**src/rtl/mem_arb_pkg.sv**
```systemverilog
// Shared encodings for the VRAM port arbiter: per-slot owner tag and counter sizing.
package mem_arb_pkg;

  typedef enum logic [1:0] {
    OWN_NONE   = 2'd0,
    OWN_CPU_RD = 2'd1,
    OWN_CPU_WR = 2'd2,
    OWN_VGA_RD = 2'd3
  } owner_e;

  function automatic int unsigned starve_cnt_width(input int unsigned starve_max);
    return $clog2(starve_max + 1);
  endfunction

endpackage

```
**src/rtl/vram_port_arbiter_if.sv**
```systemverilog
// Requester and RAM signal bundle; slave is the arbiter view, master the CPU/VGA/RAM view.
interface vram_port_arbiter_if #(
  parameter int unsigned ADDR_W = 16,
  parameter int unsigned DATA_W = 16
);
  logic              cpu_req;
  logic              cpu_we;
  logic [ADDR_W-1:0] cpu_addr;
  logic [DATA_W-1:0] cpu_wdata;
  logic              cpu_gnt;
  logic              cpu_rvalid;
  logic [DATA_W-1:0] cpu_rdata;
  logic              vga_req;
  logic [ADDR_W-1:0] vga_addr;
  logic              vga_gnt;
  logic              vga_rvalid;
  logic [DATA_W-1:0] vga_rdata;
  logic              mem_en;
  logic              mem_we;
  logic [ADDR_W-1:0] mem_addr;
  logic [DATA_W-1:0] mem_wdata;
  logic [DATA_W-1:0] mem_rdata;

  modport slave (
    input  cpu_req, cpu_we, cpu_addr, cpu_wdata, vga_req, vga_addr, mem_rdata,
    output cpu_gnt, cpu_rvalid, cpu_rdata, vga_gnt, vga_rvalid, vga_rdata,
           mem_en, mem_we, mem_addr, mem_wdata
  );

  modport master (
    output cpu_req, cpu_we, cpu_addr, cpu_wdata, vga_req, vga_addr, mem_rdata,
    input  cpu_gnt, cpu_rvalid, cpu_rdata, vga_gnt, vga_rvalid, vga_rdata,
           mem_en, mem_we, mem_addr, mem_wdata
  );
endinterface

```
**src/rtl/vram_port_arbiter_prio_starve_arb.sv**
```systemverilog
// Fixed-priority VGA-over-CPU arbiter with a saturating starvation counter that forces a CPU slot.
module prio_starve_arb
  import mem_arb_pkg::*;
#(
  parameter int unsigned STARVE_MAX = 4
) (
  input  logic clk,
  input  logic rst,
  input  logic cpu_req,
  input  logic vga_req,
  output logic cpu_gnt,
  output logic vga_gnt
);

  localparam int unsigned CNT_W = starve_cnt_width(STARVE_MAX);
  localparam logic [CNT_W-1:0] CNT_MAX = CNT_W'(STARVE_MAX);

  logic [CNT_W-1:0] starve_cnt;
  logic [CNT_W-1:0] starve_nxt;
  logic             at_limit;

  always_comb begin
    at_limit   = (starve_cnt == CNT_MAX);
    cpu_gnt    = 1'b0;
    vga_gnt    = 1'b0;
    starve_nxt = starve_cnt;

    if (rst) begin
      if (vga_req && !(cpu_req && at_limit)) begin
        vga_gnt = 1'b1;
      end else if (cpu_req) begin
        cpu_gnt = 1'b1;
      end
    end

    // Counts only contended VGA wins; an idle CPU never accumulates credit.
    if (!cpu_req || cpu_gnt) begin
      starve_nxt = '0;
    end else if (vga_gnt && !at_limit) begin
      starve_nxt = starve_cnt + 1'b1;
    end
  end

  always_ff @(posedge clk) begin
    if (!rst) begin
      starve_cnt <= '0;
    end else begin
      starve_cnt <= starve_nxt;
    end
  end

endmodule

```
**src/rtl/vram_port_arbiter.sv**
```systemverilog
// Shares one single-port RAM between CPU and VGA; registers the winning command and tags read returns.
module vram_port_arbiter
  import mem_arb_pkg::*;
#(
  parameter int unsigned ADDR_W     = 16,
  parameter int unsigned DATA_W     = 16,
  parameter int unsigned STARVE_MAX = 4
) (
  input logic               clk,
  input logic               rst,
  vram_port_arbiter_if.slave bus
);

  logic              cpu_gnt;
  logic              vga_gnt;

  owner_e            owner_q;
  owner_e            owner_d;
  owner_e            ret_q;

  logic              mem_en_q;
  logic              mem_en_d;
  logic              mem_we_q;
  logic              mem_we_d;
  logic [ADDR_W-1:0] mem_addr_q;
  logic [ADDR_W-1:0] mem_addr_d;
  logic [DATA_W-1:0] mem_wdata_q;
  logic [DATA_W-1:0] mem_wdata_d;

  prio_starve_arb #(
    .STARVE_MAX(STARVE_MAX)
  ) u_arb (
    .clk    (clk),
    .rst    (rst),
    .cpu_req(bus.cpu_req),
    .vga_req(bus.vga_req),
    .cpu_gnt(cpu_gnt),
    .vga_gnt(vga_gnt)
  );

  always_comb begin
    owner_d     = OWN_NONE;
    mem_en_d    = 1'b0;
    mem_we_d    = 1'b0;
    mem_addr_d  = mem_addr_q;
    mem_wdata_d = mem_wdata_q;

    if (vga_gnt) begin
      owner_d    = OWN_VGA_RD;
      mem_en_d   = 1'b1;
      mem_addr_d = bus.vga_addr;
    end else if (cpu_gnt) begin
      owner_d     = bus.cpu_we ? OWN_CPU_WR : OWN_CPU_RD;
      mem_en_d    = 1'b1;
      mem_we_d    = bus.cpu_we;
      mem_addr_d  = bus.cpu_addr;
      mem_wdata_d = bus.cpu_wdata;
    end
  end

  // owner_q rides with the issued command; ret_q lines up with the RAM read latency.
  always_ff @(posedge clk) begin
    if (!rst) begin
      owner_q     <= OWN_NONE;
      ret_q       <= OWN_NONE;
      mem_en_q    <= 1'b0;
      mem_we_q    <= 1'b0;
      mem_addr_q  <= '0;
      mem_wdata_q <= '0;
    end else begin
      owner_q     <= owner_d;
      ret_q       <= owner_q;
      mem_en_q    <= mem_en_d;
      mem_we_q    <= mem_we_d;
      mem_addr_q  <= mem_addr_d;
      mem_wdata_q <= mem_wdata_d;
    end
  end

  assign bus.cpu_gnt    = cpu_gnt;
  assign bus.vga_gnt    = vga_gnt;
  assign bus.mem_en     = mem_en_q;
  assign bus.mem_we     = mem_we_q;
  assign bus.mem_addr   = mem_addr_q;
  assign bus.mem_wdata  = mem_wdata_q;
  assign bus.cpu_rvalid = (ret_q == OWN_CPU_RD);
  assign bus.vga_rvalid = (ret_q == OWN_VGA_RD);
  assign bus.cpu_rdata  = bus.mem_rdata;
  assign bus.vga_rdata  = bus.mem_rdata;

  gnt_onehot: assert property (@(posedge clk) !(cpu_gnt && vga_gnt));

endmodule

```
**src/flat_wrapper.sv**
```systemverilog
// flat-port wrapper written by rule: the top's interface ports become plain ports
module vram_port_arbiter_flat import mem_arb_pkg::*;
#(
  parameter int unsigned ADDR_W     = 16,
  parameter int unsigned DATA_W     = 16,
  parameter int unsigned STARVE_MAX = 4
)
  (clk, rst, bus_cpu_req, bus_cpu_we, bus_cpu_addr, bus_cpu_wdata, bus_vga_req, bus_vga_addr, bus_mem_rdata, bus_cpu_gnt, bus_cpu_rvalid, bus_cpu_rdata, bus_vga_gnt, bus_vga_rvalid, bus_vga_rdata, bus_mem_en, bus_mem_we, bus_mem_addr, bus_mem_wdata);
  vram_port_arbiter_if #(.ADDR_W(ADDR_W), .DATA_W(DATA_W)) bus_i ();
  input logic clk;
  input logic rst;
  input wire logic [$bits(bus_i.cpu_req)-1:0] bus_cpu_req;
  input wire logic [$bits(bus_i.cpu_we)-1:0] bus_cpu_we;
  input wire logic [$bits(bus_i.cpu_addr)-1:0] bus_cpu_addr;
  input wire logic [$bits(bus_i.cpu_wdata)-1:0] bus_cpu_wdata;
  input wire logic [$bits(bus_i.vga_req)-1:0] bus_vga_req;
  input wire logic [$bits(bus_i.vga_addr)-1:0] bus_vga_addr;
  input wire logic [$bits(bus_i.mem_rdata)-1:0] bus_mem_rdata;
  output wire logic [$bits(bus_i.cpu_gnt)-1:0] bus_cpu_gnt;
  output wire logic [$bits(bus_i.cpu_rvalid)-1:0] bus_cpu_rvalid;
  output wire logic [$bits(bus_i.cpu_rdata)-1:0] bus_cpu_rdata;
  output wire logic [$bits(bus_i.vga_gnt)-1:0] bus_vga_gnt;
  output wire logic [$bits(bus_i.vga_rvalid)-1:0] bus_vga_rvalid;
  output wire logic [$bits(bus_i.vga_rdata)-1:0] bus_vga_rdata;
  output wire logic [$bits(bus_i.mem_en)-1:0] bus_mem_en;
  output wire logic [$bits(bus_i.mem_we)-1:0] bus_mem_we;
  output wire logic [$bits(bus_i.mem_addr)-1:0] bus_mem_addr;
  output wire logic [$bits(bus_i.mem_wdata)-1:0] bus_mem_wdata;
  assign bus_i.cpu_req = bus_cpu_req;
  assign bus_i.cpu_we = bus_cpu_we;
  assign bus_i.cpu_addr = bus_cpu_addr;
  assign bus_i.cpu_wdata = bus_cpu_wdata;
  assign bus_i.vga_req = bus_vga_req;
  assign bus_i.vga_addr = bus_vga_addr;
  assign bus_i.mem_rdata = bus_mem_rdata;
  assign bus_cpu_gnt = bus_i.cpu_gnt;
  assign bus_cpu_rvalid = bus_i.cpu_rvalid;
  assign bus_cpu_rdata = bus_i.cpu_rdata;
  assign bus_vga_gnt = bus_i.vga_gnt;
  assign bus_vga_rvalid = bus_i.vga_rvalid;
  assign bus_vga_rdata = bus_i.vga_rdata;
  assign bus_mem_en = bus_i.mem_en;
  assign bus_mem_we = bus_i.mem_we;
  assign bus_mem_addr = bus_i.mem_addr;
  assign bus_mem_wdata = bus_i.mem_wdata;
  vram_port_arbiter #(.ADDR_W(ADDR_W), .DATA_W(DATA_W), .STARVE_MAX(STARVE_MAX)) u_core (.clk(clk), .rst(rst), .bus(bus_i));
endmodule
```
**config.mk**
```make
export PLATFORM = sky130hd
export DESIGN_NAME = vram_port_arbiter_flat
export DESIGN_NICKNAME = d
export VERILOG_FILES = /design/src/rtl/mem_arb_pkg.sv /design/src/rtl/vram_port_arbiter_if.sv /design/src/rtl/vram_port_arbiter_prio_starve_arb.sv /design/src/rtl/vram_port_arbiter.sv /design/src/flat_wrapper.sv
export SDC_FILE = /design/constraint.sdc
export NUM_CORES = 1
export LEC_CHECK = 0
export CORE_MARGIN = 2
export CORE_UTILIZATION = 36
export CTS_BUF_LIST = sky130_fd_sc_hd__clkbuf_8
export CTS_CLUSTER_DIAMETER = 50
export DETAILED_ROUTE_END_ITERATION = 10
export PLACE_DENSITY = 0.83
export SLEW_MARGIN = 20
export SYNTH_ARGS = -nofsm -noshare
export SYNTH_HDL_FRONTEND = slang
export SYNTH_SLANG_ARGS = --single-unit
```
**constraint.sdc**
```tcl
create_clock -name clk -period 2.3 [get_ports clk]
set_clock_uncertainty 0.05 [all_clocks]
set_input_delay 0.46 -clock clk [delete_from_list [all_inputs] [get_ports clk]]
set_output_delay 0.46 -clock clk [all_outputs]
set_load 0.02 [all_outputs]
```
==> results of run 1 <==
power breakdown:
part	internal, mW	switching (mW)
logic	0.217	0.160
clock network	0.237	0.238
registers	0.757	0.0226
critical path: stages, from the launching register on:
cell and delay [ps]:
dfxtp_1 350, inv_1 50, ha_1 280, a21boi_4 180
nand2b_4 140, nor2_1 40, dlygate4sd2_1 330
how the worst max path moves through the flow:
stage,from,to,slack [ps],cells after the start
2_1_floorplan,u_core.u_arb.starve_cnt[0],bus_cpu_gnt,410,7
3_3_place_gp,bus_vga_req,bus_cpu_gnt,-140,5
3_5_place_dp,bus_vga_req,bus_cpu_gnt,-140,5
4_1_cts,u_core.u_arb.starve_cnt[0],bus_cpu_gnt,120,6
5_1_grt,u_core.u_arb.starve_cnt[0],bus_cpu_gnt,30,6
6_report,u_core.u_arb.starve_cnt[0],bus_cpu_gnt,140,6
kinds of logic (layout without fill, tap and decap cells):
kind of cell	Yosys count	after routing
flip-flops	41	41
AO/OA/AOI/OAI	24	24
multiplexers	16	16
AND/OR/NAND/NOR	79	79
buffers and inverters	51	115
adder cells (fa/ha/maj)	2	2
timing repair:
| item | CTS | global route |
|---|---|---|
| hold buffers | 0 | 0 |
| gates resized for setup | 2 | 0 |
| hold endpoints to repair | 0 | 0 |
| setup endpoints to repair | 2 | 0 |
stage by stage:
step / TNS (ps) / util (%) / hold slack [ps] / power (mW)
2_1_floorplan: 0 / - / 362 / 1.05
3_3_place_gp: -201 / 52.7 / 370 / 1.17
3_5_place_dp: -204 / 52.7 / 368 / 1.18
4_1_cts: 0 / 54.4 / 387 / 1.66
5_1_grt: 0 / 54.4 / 393 / 1.71
6_report: 0 / 54.4 / 386 / 1.63
sequential cells by signal (all words and copies together) (netlist names):
signal / count
u_core.bus.mem_en: 1
u_core.bus.mem_addr: 16
u_core.bus.mem_wdata: 16
u_core.u_arb.starve_cnt: 3
u_core.ret_q: 2
u_core.owner_q: 2
u_core.bus.mem_we: 1
metal layers:
metal	share of wire (%)	up-vias	wire length (um)	track usage (%)
li1	-	820	-	-
met4	1.0	0	48	6.43
met1	43	734	1970	19.1
met3	8.5	16	391	3.95
met5	0	-	0	0
met2	47	50	2180	26.0
final cells by class:
| class | instances | area (sq um) |
|---|---|---|
| fill | 462 | 2360 |
| clock inverter | 1 | 7.51 |
| tap | 70 | 87.6 |
| timing repair buffer | 102 | 996 |
| sequential | 41 | 821 |
| clock buffer | 6 | 82.6 |
| inverter | 6 | 22.5 |
| multi-input combinational | 121 | 797 |
cells in the final DEF (no fill, tap or decap):
cell type        synthesis  final
a31o_2                   1      1
o221a_1                  7      7
buf_4                   32     11
mux2i_1                 16     16
a31oi_1                  1      1
nor2_4                   1      1
nand4_1                  1      1
ha_1                     2      2
buf_12                   0      1
inv_2                    1      1
nand3b_1                 1      1
nand2b_1                 1      1
o21bai_1                 1      1
dfxtp_1                 41     41
buf_2                    3      1
and2_1                   3      3
a21boi_4                 1      1
nor2b_1                  1      1
a2111oi_0                2      2
nand3_1                 16     16
o21ai_2                  1      1
nand2b_4                 1      1
clkinvlp_4               0      1
nand2_1                 50     50
o2111a_1                 1      1
dlygate4sd2_1            0      2
clkbuf_8                 0      6
clkdlybuf4s50_1          0     87
nor2_1                   4      4
inv_1                    5      5
o221a_2                  9      9
==> results.md, run 1 <==
* Status: finished, final reports clean
* Antenna diode count at 0
* Peak supply drop at 0.290 mV
* Synth Area in XOR/XNOR at 0%
* Final period demand of the worst path at 2160 ps
* Hold Crit Class: register to register
* First-pass detailed-route iteration total at 4
* Hold Crit Start: u_core.owner_q[1]
* Max clock buf depth at 2
* Area delta synth->final at 43.3%
* Slew Viols, Final at 0
* Worst slew margin at 54.9%
* Synth Instances at 213
* I/O pin cnt at 139
* Reg2reg start: u_core.u_arb.starve_cnt[0]
* Pin count of the biggest net entering global routing at 46
* Antenna-violating nets left at 0
* Global-route wire length before repair at 7600 um
* Ys async rst share at 0%
* Reg clk slew, reported paths at 70 ps
* Reg2Reg Setup Slack at 440 ps
* RSZ-0062 raised after global routing: no
* Die width at 77.8 um
* Nets at 348
* Design area at 2810 sq um
* CP Capture Type: output pin
* Compound-Gate Fraction of Synth Area at 13.2%
* Hold path depth at 1
* Final GP Congestion at 0.787
* Worst-Skew Late Latency at 280 ps
* WHS Endpoint: u_core.ret_q[1]
* Detailed placer's ending HPWL at 3400 um
* Fin crit share at 93.8%
* Final worst setup slack at 143 ps
* Least-Margin Pin Slew at 676 ps
* Initial antenna violation count at 0
* Unique cell type count in the Yosys netlist at 28
* R2R depth at 6
* CP Max Fanout at 6
* Syn. warnings at 0
* Core Region at 5170 sq um
* DR iter-0 viols at 54
* Static Leak at 1.15 nW
* CTS HTree Levels at 2
* Number of synthesized register bits at 41
* Adder-Cell Fraction of Synth Area at 1.27%
* TritonCTS Buffers at 5
* Number of remaining DRC errors at 0
* Number of synthesized flops with an enable pin at 0
* Cell Area, Synth at 1960 sq um
* Post-synth top area cell: dfxtp_1
* Most common cell in the netlist: nand2_1
* WS Path Type: register to output pin
* Die area at 6060 sq um
* Synth Flop Type: dfxtp_1
* Seq/Total Area, Yosys at 41.8%
* MaxCap Viol Count at 0
* Die height at 77.8 um
* Startpoint types: register
* Vias per cell at 4.67
* Rows at 26
* Crit path DAT at 1650 ps
* Mean Syn Cell Area at 9.22 sq um
* Post-CTS Setup Inserts at 0
* Largest family of logic cells by synthesized area: simple AND/OR/NAND/NOR gates
* # setup viols final at 0
* P per Cell Area at 580 nW/um^2
* Synth top cells by count: 50 x nand2_1, 41 x dfxtp_1, 32 x buf_4
* Syn nets at 284
* Share of post-route cells with drive strength above 1 at 12.6%
* Mux share of post-synthesis cell area at 8.16%
* Clock sinks at 41
* Synth area leaders: dfxtp_1 42%, buf_4 12%, nand2_1 9.6%
* # port buffers at 90
* Cells after DPL at 340
* Finished Layout Cells at 347
* Final Hold Vio Count at 0
* DP Area at 2730 sq um
* WL final at 4590 um
* DR WL/cell at 13.2 um
* Critical Path RT at 1790 ps
* Via count at 1620
* R2r endpoint: u_core.bus.mem_addr[0]
* Clk Tree Root Cell: clkbuf_8
* Vias in the first global route at 1621
* Placement Setup Slack at -138 ps
* CTS tree: built
* Total grt overflow at 0
* Initial Util at 38.0%
* Post-synthesis simple-gate area fraction at 18.0%
* Gr usage total at 15.6%
* Post-synth top area share at 41.8%
* F_max at 464 MHz
No activity file was read; power rests on OpenSTA's default activity.
==> run 2: changes to the inputs <==
- SETUP_SLACK_MARGIN: default -> 0.15
- SLEW_MARGIN: 20 -> 5
==> run 2 against run 1 <==
Effect of this change: worst setup slack better by 170 ps; clock power hardly changed; combinational power hardly changed; die area stayed put; critical path depth is 1 lower; worst hold slack hardly changed; sequential power hardly changed; critical endpoint unchanged; largest power group unchanged.
==> results.md, run 2 (same netlist as run 1, synthesis figures left out) <==
* Status: finished, final reports clean
* P per Cell Area at 581 nW/um^2
* Hold Crit Class: register to register
* Die area at 6060 sq um
* Clock sinks at 41
* Static Leak at 1.14 nW
* Final period demand of the worst path at 1990 ps
* Pin count of the biggest net entering global routing at 46
* MaxCap Viol Count at 0
* Startpoint types: input pin
* CP Capture Type: output pin
* Rows at 26
* WS Path Type: input pin to output pin
* Peak supply drop at 0.289 mV
* Antenna-violating nets left at 0
* TritonCTS Buffers at 5
* # port buffers at 90
* Initial Util at 38.0%
* Slew Viols, Final at 0
* Crit path cell chain: clkdlybuf4s50_1 > a21boi_4 > nand2b_4 > nor2_1 > clkbuf_2
* Most frequent cells in the layout: 87 x clkdlybuf4s50_1, 50 x nand2_1, 41 x dfxtp_1
* WL final at 4590 um
* Die height at 77.8 um
* F_max at 503 MHz
* Fillers at 462
* CP Max Fanout at 3
* Antenna diode count at 0
* Post-CTS Setup Inserts at 0
* Final worst setup slack at 312 ps
* CP max stage delay at 490 ps
* Worst slew margin at 54.8%
* CTS tree: built
* Final Util at 54.3%
* DR iter-0 viols at 55
* Die width at 77.8 um
* # setup viols final at 0
* Gr usage total at 15.6%
* Detailed placer's ending HPWL at 3400 um
* Vias per cell at 4.67
* Reg clk slew, reported paths at 70 ps
* I/O pin cnt at 139
* Power Total at 1.63 mW
* Via count at 1619
* Setup_tns at 0 ps
* Most common cell after layout, fill and taps aside: clkdlybuf4s50_1
* Design area at 2810 sq um
* Number of remaining DRC errors at 0
* RSZ-0062 raised after global routing: no
* Final Hold Vio Count at 0
* Initial antenna violation count at 0
* Placement Setup Slack at -138 ps
* Slowest-stage cell, CP: clkdlybuf4s50_1
* Core Region at 5170 sq um
* Critical Path RT at 1790 ps
* Least-Margin Pin Slew at 678 ps
* Clk Tree Root Cell: clkbuf_8
* Global-route wire length before repair at 7600 um
* DR WL/cell at 13.2 um
* Area delta synth->final at 43.1%
* Multi-input gate area at 800 sq um
* Worst-Skew Late Latency at 280 ps
* Final GP Congestion at 0.787
* Nets at 348
* First-pass detailed-route iteration total at 4
* Fin crit share at 86.4%
* Total grt overflow at 0
* CTS HTree Levels at 2
* Share of post-route cells with drive strength above 1 at 13.7%
* Max clock buf depth at 2
* DP Area at 2730 sq um
* Register area at 821 sq um
* Crit path DAT at 1480 ps
* Vias in the first global route at 1621
-- run 2: changes by cell type in the layout (fill, tap and decap cells not counted) --
cell           delta
clkbuf_2          +2
dlygate4sd2_1     -2
ha_1              -1
ha_2              +1
-- run 2: final cells by class --
cell class | instances | share of cell area [%]
flip-flops and latches | 41 | 29.2
multi-input cells | 121 | 28.5
well taps | 70 | 3.12
repair buffers | 102 | 35.2
clock inverters | 1 | 0.267
clock buffers | 6 | 2.94
inverters | 6 | 0.802
-- run 2: where the power goes --
part           switching [mW]  total (mW)  leakage, nW  internal [mW]
Sequential             0.0225       0.779        0.338          0.757
Combinational           0.160       0.377        0.762          0.217
Clock                   0.237       0.475       0.0433          0.237
-- run 2: what timing repair did --
item | CTS | global route
setup endpoints to repair | 2 | 2
hold buffers | 0 | 0
pin swaps | 0 | 0
resized for setup | 2 | 6
-- run 2: stage by stage --
stage / instances / hold WS (ps)
3_5_place_dp: 340 / 368
4_1_cts: 347 / 387
6_report: 347 / 386
5_1_grt: 347 / 393
2_1_floorplan: 213 / 362
3_3_place_gp: 340 / 370
-- run 2: worst paths after layout --
check,depth (start not counted),end,from,slack (ps)
worst max-delay path,5,bus_cpu_gnt,bus_vga_req,310
worst min register to register,1,u_core.ret_q[0],u_core.owner_q[0],390
worst max register to register,6,u_core.bus.mem_addr[0],u_core.u_arb.starve_cnt[0],490
worst min-delay path,1,u_core.ret_q[0],u_core.owner_q[0],390
-- run 2: worst max-delay path: cells and delay by family --
kind	cells	cell delay, ps
compound gates	1	180
simple gates	2	180
buf+inv	2	650
-- run 2: metal layers --
metal / up-vias / GRT usage [%] / wire, um
li1: 821 / - / -
met1: 727 / 19.1 / 1940
met2: 55 / 26.0 / 2190
met3: 16 / 3.95 / 403
met4: 0 / 6.43 / 48
met5: - / 0 / 0
